[config.mk]
export PLATFORM = sky130hd
export DESIGN_NAME = full_adder_bist
export DESIGN_NICKNAME = d
export VERILOG_FILES = /design/src/rtl/full_adder_bist.sv
export SDC_FILE = /design/constraint.sdc
export NUM_CORES = 1
export LEC_CHECK = 0
export CAP_MARGIN = 25
export CELL_PAD_IN_SITES_DETAIL_PLACEMENT = 1
export CELL_PAD_IN_SITES_GLOBAL_PLACEMENT = 1
export CORE_MARGIN = 5
export CORE_UTILIZATION = 30
export CTS_CLUSTER_DIAMETER = 120
export DETAILED_ROUTE_END_ITERATION = 6
export HOLD_SLACK_MARGIN = 0.05
export PLACE_DENSITY_LB_ADDON = 0.1
export SLEW_MARGIN = 10
export SYNTH_ARGS = -nofsm -noshare
export SYNTH_HDL_FRONTEND = slang
export SYNTH_SLANG_ARGS = --single-unit
[constraint.sdc]
create_clock -name clk -period 3.1 [get_ports clk]
set_input_delay 0.31 -clock clk [delete_from_list [all_inputs] [get_ports clk]]
set_output_delay 0.31 -clock clk [all_outputs]
set_load 0.005 [all_outputs]
[src/rtl/full_adder_bist.sv]
// rtl/full_adder_bist.sv - BIST controller applying all eight {a,b,cin} vectors to a 1-bit full adder
// Optional FA_BIST_STOP_ON_FAIL_EN: end the run at the first mismatching vector.
module full_adder_bist #(
    parameter int SETTLE_CYCLES = 1
) (
    input  logic       clk,
    input  logic       rst,
    input  logic       start,
    output logic       fa_a,
    output logic       fa_b,
    output logic       fa_cin,
    input  logic       fa_sum,
    input  logic       fa_cout,
    output logic       busy,
    output logic       done,
    output logic       pass,
    output logic [3:0] err_count,
    output logic       fail_valid,
    output logic [2:0] first_fail
);

    typedef enum logic [1:0] {
        S_IDLE,
        S_SETTLE,
        S_CHECK,
        S_DONE
    } state_t;

    localparam logic [3:0] SETTLE_LAST = 4'(SETTLE_CYCLES - 1);

    state_t     r_state;
    logic [2:0] r_vec;
    logic [3:0] r_cnt;
    logic       r_busy;
    logic       r_done;
    logic       r_pass;
    logic [3:0] r_err;
    logic       r_fail_valid;
    logic [2:0] r_first_fail;

    logic w_exp_sum;
    logic w_exp_cout;
    logic w_mismatch;
    logic w_last;

    assign w_exp_sum  = r_vec[2] ^ r_vec[1] ^ r_vec[0];
    assign w_exp_cout = (r_vec[2] & r_vec[1]) | (r_vec[2] & r_vec[0]) | (r_vec[1] & r_vec[0]);
    assign w_mismatch = (fa_sum != w_exp_sum) || (fa_cout != w_exp_cout);

`ifdef FA_BIST_STOP_ON_FAIL_EN
    assign w_last = (r_vec == 3'd7) || w_mismatch;
`else
    assign w_last = (r_vec == 3'd7);
`endif

    always_ff @(posedge clk) begin
        if (rst) begin
            r_state      <= S_IDLE;
            r_vec        <= 3'd0;
            r_cnt        <= 4'd0;
            r_busy       <= 1'b0;
            r_done       <= 1'b0;
            r_pass       <= 1'b0;
            r_err        <= 4'd0;
            r_fail_valid <= 1'b0;
            r_first_fail <= 3'd0;
        end else begin
            r_done <= 1'b0;
            case (r_state)
                S_IDLE: begin
                    if (start) begin
                        r_vec        <= 3'd0;
                        r_cnt        <= 4'd0;
                        r_err        <= 4'd0;
                        r_fail_valid <= 1'b0;
                        r_pass       <= 1'b0;
                        r_busy       <= 1'b1;
                        r_state      <= S_SETTLE;
                    end
                end
                S_SETTLE: begin
                    r_cnt <= r_cnt + 4'd1;
                    if (r_cnt == SETTLE_LAST) begin
                        r_state <= S_CHECK;
                    end
                end
                S_CHECK: begin
                    if (w_mismatch) begin
                        r_err <= r_err + 4'd1;
                        if (!r_fail_valid) begin
                            r_first_fail <= r_vec;
                            r_fail_valid <= 1'b1;
                        end
                    end
                    if (w_last) begin
                        r_done  <= 1'b1;
                        r_state <= S_DONE;
                    end else begin
                        r_vec   <= r_vec + 3'd1;
                        r_cnt   <= 4'd0;
                        r_state <= S_SETTLE;
                    end
                end
                S_DONE: begin
                    // r_err already includes the last CHECK, so pass reflects the whole run
                    r_pass  <= (r_err == 4'd0);
                    r_busy  <= 1'b0;
                    r_state <= S_IDLE;
                end
                default: r_state <= S_IDLE;
            endcase
        end
    end

    assign {fa_a, fa_b, fa_cin} = r_vec;
    assign busy       = r_busy;
    assign done       = r_done;
    assign pass       = r_pass;
    assign err_count  = r_err;
    assign fail_valid = r_fail_valid;
    assign first_fail = r_first_fail;

endmodule

# [Yosys cells after proc, flatten, opt, wreduce, memory -nomap -nowiden]
# Index checks and enable logic that the tools add are counted.
[word_totals] out_inout_bits=14 register_bits=20
[classes] bitwise=9 n_reduce_logical=14 eq_ne=10 add_sub_neg=3 muxes=19
[op_table] op="2-to-1 mux 4 bit" count=3
[op_table] op="case mux 4 bit (3 select lines)" count=1
[op_table] op="AND reduction 3 bit" count=4
[op_table] op="adder 4 x 1 -> 4 bit (second input constant)" count=2
[op_table] op="logical NOT 4 bit" count=2
[op_table] op="!= test 2 bit (second input constant)" count=4
[op_table] op="case mux 2 bit (4 select lines)" count=1
[op_table] op="case mux 4 bit (2 select lines)" count=1
[op_table] op="2-to-1 mux 2 bit" count=3
[op_table] op="2-to-1 mux 3 bit" count=2
[op_table] op="case mux 1 bit (2 select lines)" count=3
[op_table] op="case mux 3 bit (2 select lines)" count=1
[op_table] op="equality test 2 bit (second input constant)" count=2
[op_table] op="2-to-1 mux 1 bit" count=4
[op_table] op="AND reduction 2 bit" count=2
[op_table] op="nonzero test 2 bit" count=2
[op_table] op="adder 3 x 1 -> 3 bit (second input constant)" count=1
[op_table] op="AND 1 bit" count=3
[op_table] op="equality test 3 bit (second input constant)" count=1
[op_table] op="nonzero test 3 bit" count=1
[op_table] op="equality test 2 x 1 -> 1 bit (second input constant)" count=1
[op_table] op="logical NOT 2 bit" count=1
[op_table] op="!= test 1 bit" count=2
[op_table] op="inverter 1 bit" count=2
[op_table] op="other kinds (4)" count=6

# [Logic depth before layout (Yosys ltp)]
[logic_depth] depth_word=7 mapped_depth=6 ltp_nobuf=6

# [Least setup slack after synthesis]
# OpenSTA, ideal clock, no wires.
[synth_path] path_type="reg-to-reg" from="reg r_vec[2]" to="reg r_err[2] (netlist: err_count[2])" period_less_slack_ns=1.728 n_path_buf=0 t_arrival_ns=1.653 setup_time_ns=0.075 stages_incl_launch_ff=7 required_time_ns=3.025 path_slack_ns=1.372 path_cell_list="dfxtp_1 -> inv_1 -> fa_1 -> xor2_1 -> a21o_1 -> nand3_1 -> a31oi_1"
[synth_via] elab_chain_len=7
[synth_rtl] element="start: declaration" line="32" source="logic [2:0] r_vec;"
[synth_rtl] element="start signal: assignment" line="99" source="r_vec <= r_vec + 3'd1;"
[synth_rtl] element="AND 1 bit" line="47" source="assign w_exp_cout = (r_vec[2] & r_vec[1]) | (r_vec[2] & r_vec[0]) | (r_vec[1] & r_vec[0]);"
[synth_rtl] element="bitwise OR 1 bit (2 in a row)" line="47"
[synth_rtl] element="!= test 1 bit" line="48" source="assign w_mismatch = (fa_sum != w_exp_sum) || (fa_cout != w_exp_cout);"
[synth_rtl] element="logical OR 1 bit (*)" line="48"
[synth_rtl] element="!= test 2 bit (no source line) (*)"
[synth_rtl] element="AND reduction 3 bit (no source line) (*)"
[synth_rtl] element="end signal: assignment" line="89" source="r_err <= r_err + 4'd1;"
[synth_rtl] element="end: declaration" line="37" source="logic [3:0] r_err;"
# Every way passes the cells marked *; elsewhere a longest branch is shown, timed or not.
# A chain may end at the register's enable or synchronous reset.

# [Worst setup path in the final report]
[layout_path] from="reg r_vec[0]" to="reg r_err[2] (netlist: err_count[2])"
# The elaborated chain is that of the path after synthesis.

==> impl_metrics.json <==
{
  "outcome": "finished clean",
  "hold_slack_ps": 484,
  "synth_ff_type": "dfxtp_1",
  "seqCellArea_sq_um": 400,
  "hpwl_mm": 1.75,
  "vdd_drop_max_v": 0.000229,
  "syn_area_sq_um": 983,
  "ys_warn_count": 0,
  "tns_ps": 0,
  "cellPowerDensity_nw_per_um2": 393,
  "core_sq_um": 3100,
  "slowest_delay_ps": 510,
  "clock-sinks": 20,
  "diodes": 0,
  "synth_seq_area_share": 0.407,
  "drt_first_iter_violations": 41,
  "drive_above_1_share": 0.0455,
  "wl_mm": 2.36,
  "die_w_um": 67.3,
  "synth-async-reset-ratio": 0,
  "reg2reg_slack_ps": 1120,
  "post-cts-setup-buffers": 0,
  "crit_arrival_ps": 2210,
  "clk-insertion-delay-late_ps": 310,
  "num_vias": 841,
  "holdBufCountCts": 0,
  "grt_pass1_wl_mm": 4.01,
  "finalNetCount": 145,
  "cp_max_fo": 8,
  "cp-start-kind": "flip-flop",
  "antenna_found_initial": 0,
  "ctsLongestPathBuffers": 2,
  "end_kind": "flip-flop",
  "drc": 0,
  "synth_edf_count": 0,
  "num_rows": 20,
  "skew_ps": 2.20,
  "cap_violations": 0,
  "die_h_um": 67.3,
  "crit_family": "adder cells",
  "syn-num-nets": 127,
  "cts_root_buf": "clkbuf_4",
  "gp_congestion": 0.696,
  "rsz0062_at_grt": "no",
  "min_path_type": "reg -> reg",
  "overflow": 0,
  "slew_headroom": 0.472,
  "p_leak_uw": 0.000424,
  "netlist_instances": 115,
  "dr.pass1.iters": 4,
  "worstMarginPinSlew_ps": 790,
  "worstSetupPathType": "reg -> reg",
  "required_ps": 3330,
  "cts_tree": "built",
  "hold_violations": 0,
  "ys_ff_latch": 20,
  "h-tree-depth": 1,
  "pre_cts_ws_ps": 1170,
  "numCtsBuffers": 3,
  "pin_count": 19,
  "yosysUniqueCellTypes": 32,
  "start_util": 0.317,
  "syn2layout_area_growth_pct": 24.4,
  "multi_input_area_sq_um": 522,
  "grt_max_degree": 21,
  "setup_ws_ps": 1120,
  "routed_via_density": 4.78,
  "setup_viol": 0,
  "io_buffers": 18,
  "crit_chain": "inv_1, fa_1, xor2_1, a21o_1, nand3_1, a31oi_1",
  "antenna_left": 0,
  "cts.reportedPaths.clkPinSlew_ps": 120,
  "finalCriticalPeriod_ps": 1980,
  "maxSlewViolCount": 0,
  "grt_use_total": 0.119,
  "syn_area_per_cell_sq_um": 8.55,
  "nFillCells": 396,
  "wire_per_inst_um": 13.4,
  "cts_resized": 0,
  "slowest_stage": "fa_1",
  "crit_buf_inv": 1,
  "fmaxAchievable_mhz": 505,
  "dieArea_sq_um": 4520,
  "period_share": 0.639,
  "first_global_vias": 876
}
[worst min-delay path, stage by stage (launching register included)]
cell	delay, ps
dfxtp_1	330
nand2_1	50
a21oi_1	60
[cells in the mapped netlist (2+ instances only)]
master    instances  area (sq um)
a21o_1            2          15.0
o21ai_0           7          35.0
nand3b_1          2          15.0
nand3_1           7          35.0
clkbuf_1          2          7.51
a22oi_1           2          15.0
nor3b_1           2          15.0
dfxtp_1          20           400
xor2_1            3          26.3
nand2_1          10          37.5
nor3_1            3          15.0
or3_1             2          12.5
a32oi_1           2          17.5
inv_1             8          30.0
nand2b_1          2          12.5
ha_1              6          75.1
nor2_1            9          33.8
a21oi_1          12          60.1
[per-stage QoR]
step / cells / total power [uW] / utilization / area, sq um
global placement: 172 / 329 / 0.383 / 1190
global route: 176 / 508 / 0.394 / 1220
floorplan: 115 / 312 / - / 983
detailed placement: 172 / 331 / 0.383 / 1190
finish: 176 / 481 / 0.394 / 1220
CTS: 176 / 491 / 0.394 / 1220
[area by class of cell]
class,instances,area share
Sequential cell,20,0.327
Clock buffer,4,0.0297
Timing Repair Buffer,18,0.147
Multi-Input combinational cell,82,0.426
Inverter,8,0.0245
Tap cell,44,0.0450
[layer usage]
metal,global-route usage,share of wire
met5,0,0
met3,0.0433,0.042
met4,0.0456,0.014
met1,0.140,0.48
met2,0.195,0.46
[report_power, final]
part           leakage [uW]  switching [uW]  total [uW]  internal (uW)
Clock             0.0000210            84.8         157           71.8
Sequential         0.000162            9.59         273            263
Combinational      0.000241            28.6        52.0           23.4
[flip-flops by register name (all words and copies together) (netlist names), 2 cells and up]
signal      cells
err_count       4
first_fail      3
r_cnt           4
r_state         2
r_vec           3
[path summary, 6_finish.rpt]
path	start	depth (start not counted)	end
worst max-delay path	r_vec[0]	6	err_count[2]
worst min-delay path	busy	2	busy
worst max register to register	r_vec[0]	6	err_count[2]
worst min register to register	busy	2	busy
[cells by family after synthesis]
group | Yosys count | share of synthesized area
flops | 20 | 0.407
simple gates | 41 | 0.210
xor+xnor | 3 | 0.0267
buf+inv | 13 | 0.0623
compound gates | 31 | 0.197
fa+ha+maj | 7 | 0.0967
[layout by cell type (no fill, tap or decap), types with 2 or more instances in the layout]
cell / instances
dfxtp_1: 20
clkdlybuf4s50_1: 18
a21oi_1: 12
nand2_1: 10
nor2_1: 9
inv_1: 8
o21ai_0: 7
nand3_1: 7
ha_1: 6
xor2_1: 3
nor3_1: 3
clkbuf_4: 3
nand2b_1: 2
a21o_1: 2
or3_1: 2
a32oi_1: 2
nand3b_1: 2
nor3b_1: 2
a22oi_1: 2
No activity file was read; power rests on OpenSTA's default activity.
